--- config.mk ---
export PLATFORM = sky130hd
export DESIGN_NAME = instruction_fetch_stage
export DESIGN_NICKNAME = d
export VERILOG_FILES = /design/src/rtl/instruction_fetch_stage.sv
export SDC_FILE = /design/constraint.sdc
export NUM_CORES = 1
export LEC_CHECK = 0
export ABC_AREA = 1
export CAP_MARGIN = 10
export CELL_PAD_IN_SITES_DETAIL_PLACEMENT = 0
export CELL_PAD_IN_SITES_GLOBAL_PLACEMENT = 1
export CORE_MARGIN = 5
export CORE_UTILIZATION = 31
export CTS_BUF_LIST = sky130_fd_sc_hd__clkbuf_8
export DETAILED_ROUTE_END_ITERATION = 12
export GPL_TIMING_DRIVEN = 0
export PLACE_DENSITY_LB_ADDON = 0.1
export SKIP_CTS_REPAIR_TIMING = 1
export SYNTH_ARGS = -nofsm -noshare
export SYNTH_HDL_FRONTEND = slang
export SYNTH_SLANG_ARGS = --single-unit
--- constraint.sdc ---
create_clock -name clk -period 1.8 [get_ports clk]
set_input_delay 0.36 -clock clk [delete_from_list [all_inputs] [get_ports clk]]
set_output_delay 0.36 -clock clk [all_outputs]
set_load 0.05 [all_outputs]
--- src/rtl/instruction_fetch_stage.sv ---
// -----------------------------------------------------------------------------
// instruction_fetch_stage
//
// Fetch stage of a 5-stage RV32I pipeline. Owns the PC register, drives the
// instruction-memory address and loads the IF/ID pipeline register. It obeys
// the hazard unit's enables, takes EX-stage branch redirects, and parks the
// front end in HALT after capturing an EBREAK until a redirect or reset.
//
// Parameters
//   RESET_PC   PC value loaded on reset (bits [1:0] must be 0)
//   NOP_INSTR  bubble encoding written into IF/ID (addi x0,x0,0)
//
// Ports
//   clk             in   single clock, rising edge
//   reset           in   synchronous, active-low reset
//   enable_PCWrite  in   1 = PC may advance, 0 = hold PC
//   enable_Write    in   1 = IF/ID may load, 0 = hold IF/ID
//   branch_taken    in   EX-stage redirect request
//   branch_target   in   redirect address, bits [1:0] forced to 0
//   imem_addr       out  current PC
//   imem_rdata      in   instruction at imem_addr (combinational ROM)
//   ifid_pc         out  PC of the instruction held in IF/ID
//   ifid_instr      out  instruction held in IF/ID
//   ifid_valid      out  1 = real instruction, 0 = bubble
//   halted          out  1 while in HALT (registered)
//   stall_count     out  RUN-state PC stall counter (FETCH_STALL_COUNT_EN only)
//   dbg_state_o     out  FSM state encoding for debug/checkers
//
// Optional feature macro: FETCH_STALL_COUNT_EN adds the stall_count port and
// its saturating counter. Without it, all other behaviour is identical.
//
// Handshake note: there is no valid/ready handshake on this block. The hazard
// unit's enables are level-sampled each rising edge; a branch redirect is a
// single-cycle request that always wins over both enables.
// -----------------------------------------------------------------------------
module instruction_fetch_stage #(
  parameter logic [31:0] RESET_PC  = 32'h0000_0000,
  parameter logic [31:0] NOP_INSTR = 32'h0000_0013
) (
  input  logic        clk,
  input  logic        reset,
  input  logic        enable_PCWrite,
  input  logic        enable_Write,
  input  logic        branch_taken,
  input  logic [31:0] branch_target,
  output logic [31:0] imem_addr,
  input  logic [31:0] imem_rdata,
  output logic [31:0] ifid_pc,
  output logic [31:0] ifid_instr,
  output logic        ifid_valid,
  output logic        halted,
`ifdef FETCH_STALL_COUNT_EN
  output logic [31:0] stall_count,
`endif
  output logic [1:0]  dbg_state_o
);

  localparam logic [31:0] EBREAK_INSTR = 32'h0010_0073;

  typedef enum logic [1:0] {
    ST_BOOT = 2'd0,
    ST_RUN  = 2'd1,
    ST_HALT = 2'd2
  } state_t;

  state_t      state_q, state_d;
  logic [31:0] pc_q, pc_d;
  logic [31:0] ifid_pc_q, ifid_pc_d;
  logic [31:0] ifid_instr_q, ifid_instr_d;
  logic        ifid_valid_q, ifid_valid_d;
  logic        halted_q, halted_d;
  logic [31:0] stall_cnt_q, stall_cnt_d;

  // Redirect target with the byte offset dropped so the PC stays word aligned.
  logic [31:0] redirect_pc;
  logic [31:0] pc_plus4;

  assign redirect_pc = {branch_target[31:2], 2'b00};
  assign pc_plus4    = pc_q + 32'd4;   // wraps naturally at 2^32

  // ---------------------------------------------------------------------------
  // Next-state logic
  // ---------------------------------------------------------------------------
  always_comb begin
    state_d      = state_q;
    pc_d         = pc_q;
    ifid_pc_d    = ifid_pc_q;
    ifid_instr_d = ifid_instr_q;
    ifid_valid_d = ifid_valid_q;
    stall_cnt_d  = stall_cnt_q;

    unique case (state_q)
      // One cycle with the PC held so IF/ID starts from a clean bubble.
      ST_BOOT: begin
        ifid_pc_d    = 32'd0;
        ifid_instr_d = NOP_INSTR;
        ifid_valid_d = 1'b0;
        state_d      = ST_RUN;
      end

      ST_RUN: begin
        if (branch_taken) begin
          // Redirect overrides both enables and squashes whatever sits in ID.
          pc_d         = redirect_pc;
          ifid_pc_d    = 32'd0;
          ifid_instr_d = NOP_INSTR;
          ifid_valid_d = 1'b0;
        end else begin
          if (enable_PCWrite) begin
            pc_d = pc_plus4;
          end else if (stall_cnt_q != 32'hFFFF_FFFF) begin
            stall_cnt_d = stall_cnt_q + 32'd1;
          end

          if (enable_Write) begin
            ifid_pc_d    = pc_q;
            ifid_instr_d = imem_rdata;
            ifid_valid_d = 1'b1;
            // The EBREAK itself is kept in IF/ID as a valid instruction.
            if (imem_rdata == EBREAK_INSTR) begin
              state_d = ST_HALT;
            end
          end
        end
      end

      ST_HALT: begin
        if (branch_taken) begin
          pc_d         = redirect_pc;
          ifid_pc_d    = 32'd0;
          ifid_instr_d = NOP_INSTR;
          ifid_valid_d = 1'b0;
          state_d      = ST_RUN;
        end else if (enable_Write) begin
          // Drain the decode side with bubbles while the PC stays frozen.
          ifid_pc_d    = 32'd0;
          ifid_instr_d = NOP_INSTR;
          ifid_valid_d = 1'b0;
        end
      end

      default: begin
        state_d = ST_BOOT;
      end
    endcase

    // halted is registered from the next state, so it has no input-to-output
    // combinational path and always equals (state_q == ST_HALT).
    halted_d = (state_d == ST_HALT);
  end

  // ---------------------------------------------------------------------------
  // State and registered outputs
  // ---------------------------------------------------------------------------
  always_ff @(posedge clk) begin
    if (!reset) begin
      state_q      <= ST_BOOT;
      pc_q         <= RESET_PC;
      ifid_pc_q    <= 32'd0;
      ifid_instr_q <= NOP_INSTR;
      ifid_valid_q <= 1'b0;
      halted_q     <= 1'b0;
      stall_cnt_q  <= 32'd0;
    end else begin
      state_q      <= state_d;
      pc_q         <= pc_d;
      ifid_pc_q    <= ifid_pc_d;
      ifid_instr_q <= ifid_instr_d;
      ifid_valid_q <= ifid_valid_d;
      halted_q     <= halted_d;
      stall_cnt_q  <= stall_cnt_d;
    end
  end

  // ---------------------------------------------------------------------------
  // Outputs
  // ---------------------------------------------------------------------------
  assign imem_addr   = pc_q;
  assign ifid_pc     = ifid_pc_q;
  assign ifid_instr  = ifid_instr_q;
  assign ifid_valid  = ifid_valid_q;
  assign halted      = halted_q;
  assign dbg_state_o = state_q;

`ifdef FETCH_STALL_COUNT_EN
  assign stall_count = stall_cnt_q;
`else
  // Counter is not observable in this build; keep it from being flagged unused.
  logic unused_stall_cnt;
  assign unused_stall_cnt = ^stall_cnt_q;
`endif

endmodule

Yosys cells after proc, flatten, opt, wreduce, memory -nomap -nowiden
Index checks and enable logic that the tools add are counted.
{"block": "op_classes", "n_addsub": 1, "n_eq_ne": 8, "n_mux": 24, "n_reduce_logical": 5}
{"cell": "$mux W32", "n": 11}
{"cell": "$pmux W32 S3", "n": 2}
{"cell": "$pmux W32 S2", "n": 1}
{"cell": "$add A32 B3 Y32 const B", "n": 1}
{"cell": "$eq A32 B21 Y1 const B", "n": 1}
{"cell": "$ne A3 B3 Y1 const B", "n": 3}
{"cell": "$mux W2", "n": 4}
{"cell": "$pmux W2 S3", "n": 1}
{"cell": "$reduce_and A3 Y1", "n": 2}
{"cell": "$eq A2 B2 Y1 const B", "n": 2}
{"cell": "$mux W1", "n": 4}
{"cell": "$pmux W1 S3", "n": 1}
{"cell": "$reduce_bool A3 Y1", "n": 1}
{"cell": "$eq A2 B1 Y1 const B", "n": 1}
{"cell": "$logic_not A2 Y1", "n": 1}
{"cell": "$ne A2 B2 Y1 const B", "n": 1}
{"cell": "$reduce_bool A2 Y1", "n": 1}
{"block": "totals", "ff_bits": 100, "in_bits": 69, "output_inout_bits": 100, "wordCells": 44}

Logic depth before layout (Yosys ltp)
{"block": "logic_depth", "depth_word": 6, "depth_mapped": 11, "ltp_nobuf": 11}

Worst setup path before layout
OpenSTA, ideal clock, no wires.
{"block": "synth_path", "kind": "register to register", "start": "register pc_q[2] (netlist: imem_addr[2])", "end": "register pc_q[18] (netlist: imem_addr[18])", "setup_ps": 116, "arrival_ps": 1840, "t_required_ps": 1684, "setup_slack_ps": -156, "stages_incl_launch_ff": 11, "path_buffers": 0, "period_less_slack_ps": 1956, "path_cell_list": "dfxtp_1 -> ha_1 -> nand2_1 -> nor2_1 -> nand2_1 -> nor2_2 -> nand2_1 -> inv_1 -> nand3_1 -> a21oi_1 -> nor2_1"}
{"block": "synth_via", "elab_chain_len": 4}
{"element": "from (decl)", "line": "67", "rtl": "logic [31:0] pc_q, pc_d;"}
{"element": "from (signal assigned)", "line": "166", "rtl": "pc_q <= pc_d;"}
{"element": "$add A32 B3 Y32", "line": "79", "rtl": "assign pc_plus4 = pc_q + 32'd4;"}
{"element": "$mux W32", "line": "109", "rtl": "if (enable_PCWrite) begin"}
{"element": "$mux W32", "line": "102", "rtl": "if (branch_taken) begin"}
{"element": "$pmux W32 S2", "line": "92", "rtl": "unique case (state_q)"}
No other way between the ends. The select of a mux whose other input is x is not followed.
A chain may end at the register's enable or synchronous reset.

Worst setup path after layout
{"block": "layout_path", "start": "register pc_q[29] (netlist: imem_addr[29])", "end": "output port imem_addr[29]"}
{"element": "to (decl)", "line": "46", "rtl": "output logic [31:0] imem_addr,"}
No word-level cell between the ends.

==> flow_results.org <==
** Power
- Static Leak :: approximately 4 nW
- For this design the ratio of total power to cell area is between 600 and 700 nW/um^2.
- The design draws roughly 4.6 mW.
- The worst-case IR drop observed on VDD is 0.000307 V.

** Timing
- Hold Violations, Final :: 0
- Period minus WS final :: 1.73 ns
- At the pin with the least slew margin, the transition time is ~0.66 ns.
- Clock skew on the completed layout was measured at between 0.007 and 0.008 ns.
- Setup repair after global routing could not meet its margin everywhere.
- Finish-stage setup viols :: 0
- The tightest hold path in the finished design has a slack of 0.426 ns.
- Post-route fraction of the period consumed by the critical path :: 0.961
- Measured against its own limit, the worst slew margin works out to 0.559.
- The number of slew-limit violations in the final report came to 0.
- Timing would allow up to ~580 MHz.
- Setup total negative slack on the finished layout was measured at 0 ns.

** Floorplan
- 169 I/O pins were placed.
- Total die area :: between 15,000 and 20,000 sq um
- Standard-cell row count :: 45
- The initial utilization of the core area, before any placement, comes to 0.314.
- The floorplan step defined a core boundary enclosing approximately 15,000 sq um.
- Horizontal die dimension :: 134 microns
- Vert. Die Dim :: roughly 130 microns

** Final layout
- Final design area excluding fillers :: 7130 sq um
- Number of inserted diodes :: 0
- Of the cells placed in the final design, the portion with a size suffix greater than 1 is 0.0986.
- The final layout contains around 980 nets.
- From synthesis to final layout, the design area changed by 50.6%.

** Critical path
- The critical path goes through dlymetal6s2s_1.
- For this run, the slowest stage of the critical path takes just over 0.5 ns.
- Kind of cell adding the most delay to the critical path :: flip-flops
- Data on the critical path arrives at its endpoint at between 1 and 1.5 ns.
- At the worst endpoint, the required time is 1.44 ns.
- STA classifies the critical path startpoint as a flop.
- In this run the worst path has a maximum fanout of 7.
- Master of the slowest instance on the critical path :: dfxtp_1
- The worst setup path is captured at a primary output.
- Buf+Inv Stages, Crit Path :: 1
- The setup path with the least slack is of type flop to primary output.

** Synth
- Cell type with the highest aggregate area in the netlist :: dfxtp_1
- Synth Register Bits :: 97
- Number of synthesis warnings :: 0
- Ranked by instance count, the synthesized netlist is headed by nand2_1, a21oi_1, dfxtp_1.
- Area share of xor/xnor cells in the synthesized design :: 0.00370
- Synthesized-area fraction occupied by and/or/nand/nor cells :: 0.360
- Number of cells produced by synthesis :: 727
- The synthesized design contains 0 enable-type register cells.
- After synthesis, the largest family of logic cells by area is simple AND/OR/NAND/NOR gates.
- Most used DFF post-synth :: dfxtp_1
- Async set-reset flop share out of synthesis :: 0
- A synthesized cell averages about 6.5 sq um.
- The number of different library cells used by synthesis comes to 33.
- nand2_1 is the most common cell in the netlist.
- Fraction of synthesized cell area taken by the top area cell type :: 0.410
- Summing every instance area after synthesis gives 4740 sq um.
- The portion of synthesized area spent on multiplexers is 0.
- Of the total synthesized cell area, the portion taken by full adders, half adders and majority gates is 0.00264.
- For this run, the register share of the synthesized area comes to 0.410.
- Leading post-synthesis cells by cell area :: dfxtp_1, nand2_1, a21oi_1, nand3_1, nor2_1
- Compound-gate portion of the synthesized area :: 0.148

** Place
- The congestion estimate from routability-driven global placement came to 0.948.
- Once detailed placement completed, the half-perimeter wirelength came to 13,800 microns.
- Buffers placed on the I/O ports in this run total 163.
- Summing all placed instances gives a cell area of ~6600 sq um.

** Job
- Max Cap Viol :: 0

** CTS
- CTS Root Cell :: clkbuf_8
- CTS H-tree lvls :: 3
- CTS Buffer Depth :: 2
- TritonCTS clock tree :: built
- Clock-pin slew was measured on the worst setup and hold paths at about 0.10 ns.
- The later pin in the worst-skew pair is clocked with a latency of between 0.3 and 0.4 ns.
- Counting the buffers created by CTS gives 9.
- For this design, the sink count on the clock tree is between 90 and 100.

** Global routing
- In the global route stage, overall resource usage came out at 0.201.
- The first global-routing pass estimated around 28,000 microns of wire.
- The via count of the first global-routing pass was ~5,200.
- Total congestion overflow after global routing :: 0
- Entering global routing, the biggest net connects 16 pins.
- Number of antenna violations at the first check in global routing :: 0

** Status
- The flow ran to the end, and the final reports show no timing, DRC or antenna violations.

** Hold path
- Min-Delay Path Class :: input pin to flop

** Detailed routing
- DRT iter0 DRCs :: 342
- Number of optimization iterations in the first detailed-route pass :: 6
- In the final routed layout, each cell accounts on average for 16.9 microns.
- In the routed layout, each cell is associated on average with a via count of about 5.0.
- Antenna-violating nets left :: 0
- Vias :: roughly 5,500
- Post-detailed-route DRC marker count :: 0
- After detailed routing, the total wire length is 18,700 microns.
-- worst paths after layout --
path	slack (ns)	endpoint	from	depth (start not counted)
max	0.07	imem_addr[29]	imem_addr[29]	1
min	0.43	imem_addr[2]	reset	3
max reg2reg	0.07	imem_addr[27]	imem_addr[8]	9
min reg2reg	0.46	ifid_pc[14]	ifid_pc[14]	2
-- routing by layer --
metal	global-route usage	part of all wire
met2	0.328	0.47
met3	0.0340	0.055
met5	0	0
met4	0.0691	0.020
met1	0.271	0.46
-- worst reg2reg max path: cells and delay by family (launching register included) --
family / cells / cell delay, ns
compound gates: 1 / 0.06
flops: 1 / 0.44
simple gates: 8 / 1.12
-- cell families (layout without fill, tap and decap cells) --
group | after synthesis | in the layout
xor+xnor | 2 | 2
compound gates | 134 | 134
other cells | 1 | 2
flops | 97 | 97
buf+inv | 87 | 272
simple gates | 405 | 405
fa+ha+maj | 1 | 1
-- where the power goes --
group          switching, mW  total (mW)  internal (mW)
Clock                  0.805        1.38          0.575
Sequential             0.101        2.31           2.21
Combinational          0.569       0.908          0.338
Total                   1.47        4.60           3.12
-- flip-flops by register name, summed over array words and instances (netlist names) --
name         count
dbg_state_o      2
imem_addr       30
halted           1
ifid_instr      32
ifid_pc         31
ifid_valid       1
-- cell type report --
type                            count  area (sq um)
Fill cell                        1548          7960
Sequential cell                    97          1960
Tap cell                          188           235
Buffer                             43           194
Multi-Input combinational cell    544          2510
Inverter                           44           169
Clock inverter                      5          30.0
Clock buffer                       11           151
Timing Repair Buffer              169          1880
-- placed cells by master, fill, tap and decap left out, types with 4 or more instances in the layout --
master / synthesis / final
a21oi_1: 101 / 100
buf_2: 15 / 15
buf_4: 3 / 9
clkbuf_1: 25 / 23
clkbuf_2: 0 / 8
clkbuf_8: 0 / 11
clkdlybuf4s50_1: 0 / 64
dfxtp_1: 97 / 83
dfxtp_2: 0 / 12
dlymetal6s2s_1: 0 / 93
inv_1: 38 / 39
inv_2: 5 / 5
nand2_1: 206 / 204
nand3_1: 92 / 90
nor2_1: 86 / 80
nor2_2: 1 / 4
nor2_4: 1 / 4
o21ai_0: 19 / 19
or2_0: 4 / 4
or2_2: 4 / 4
-- per-stage QoR --
stage                     utilization  cells  worst slack (ns)
final                           0.473   1101            0.0707
after global routing            0.473   1101          -0.00999
after CTS                       0.450   1095            -0.451
after detailed placement        0.438   1079            -0.523
after global placement          0.438   1079            -0.521
after floorplan                     -    728            0.0327
No activity file was read; power rests on OpenSTA's default activity.
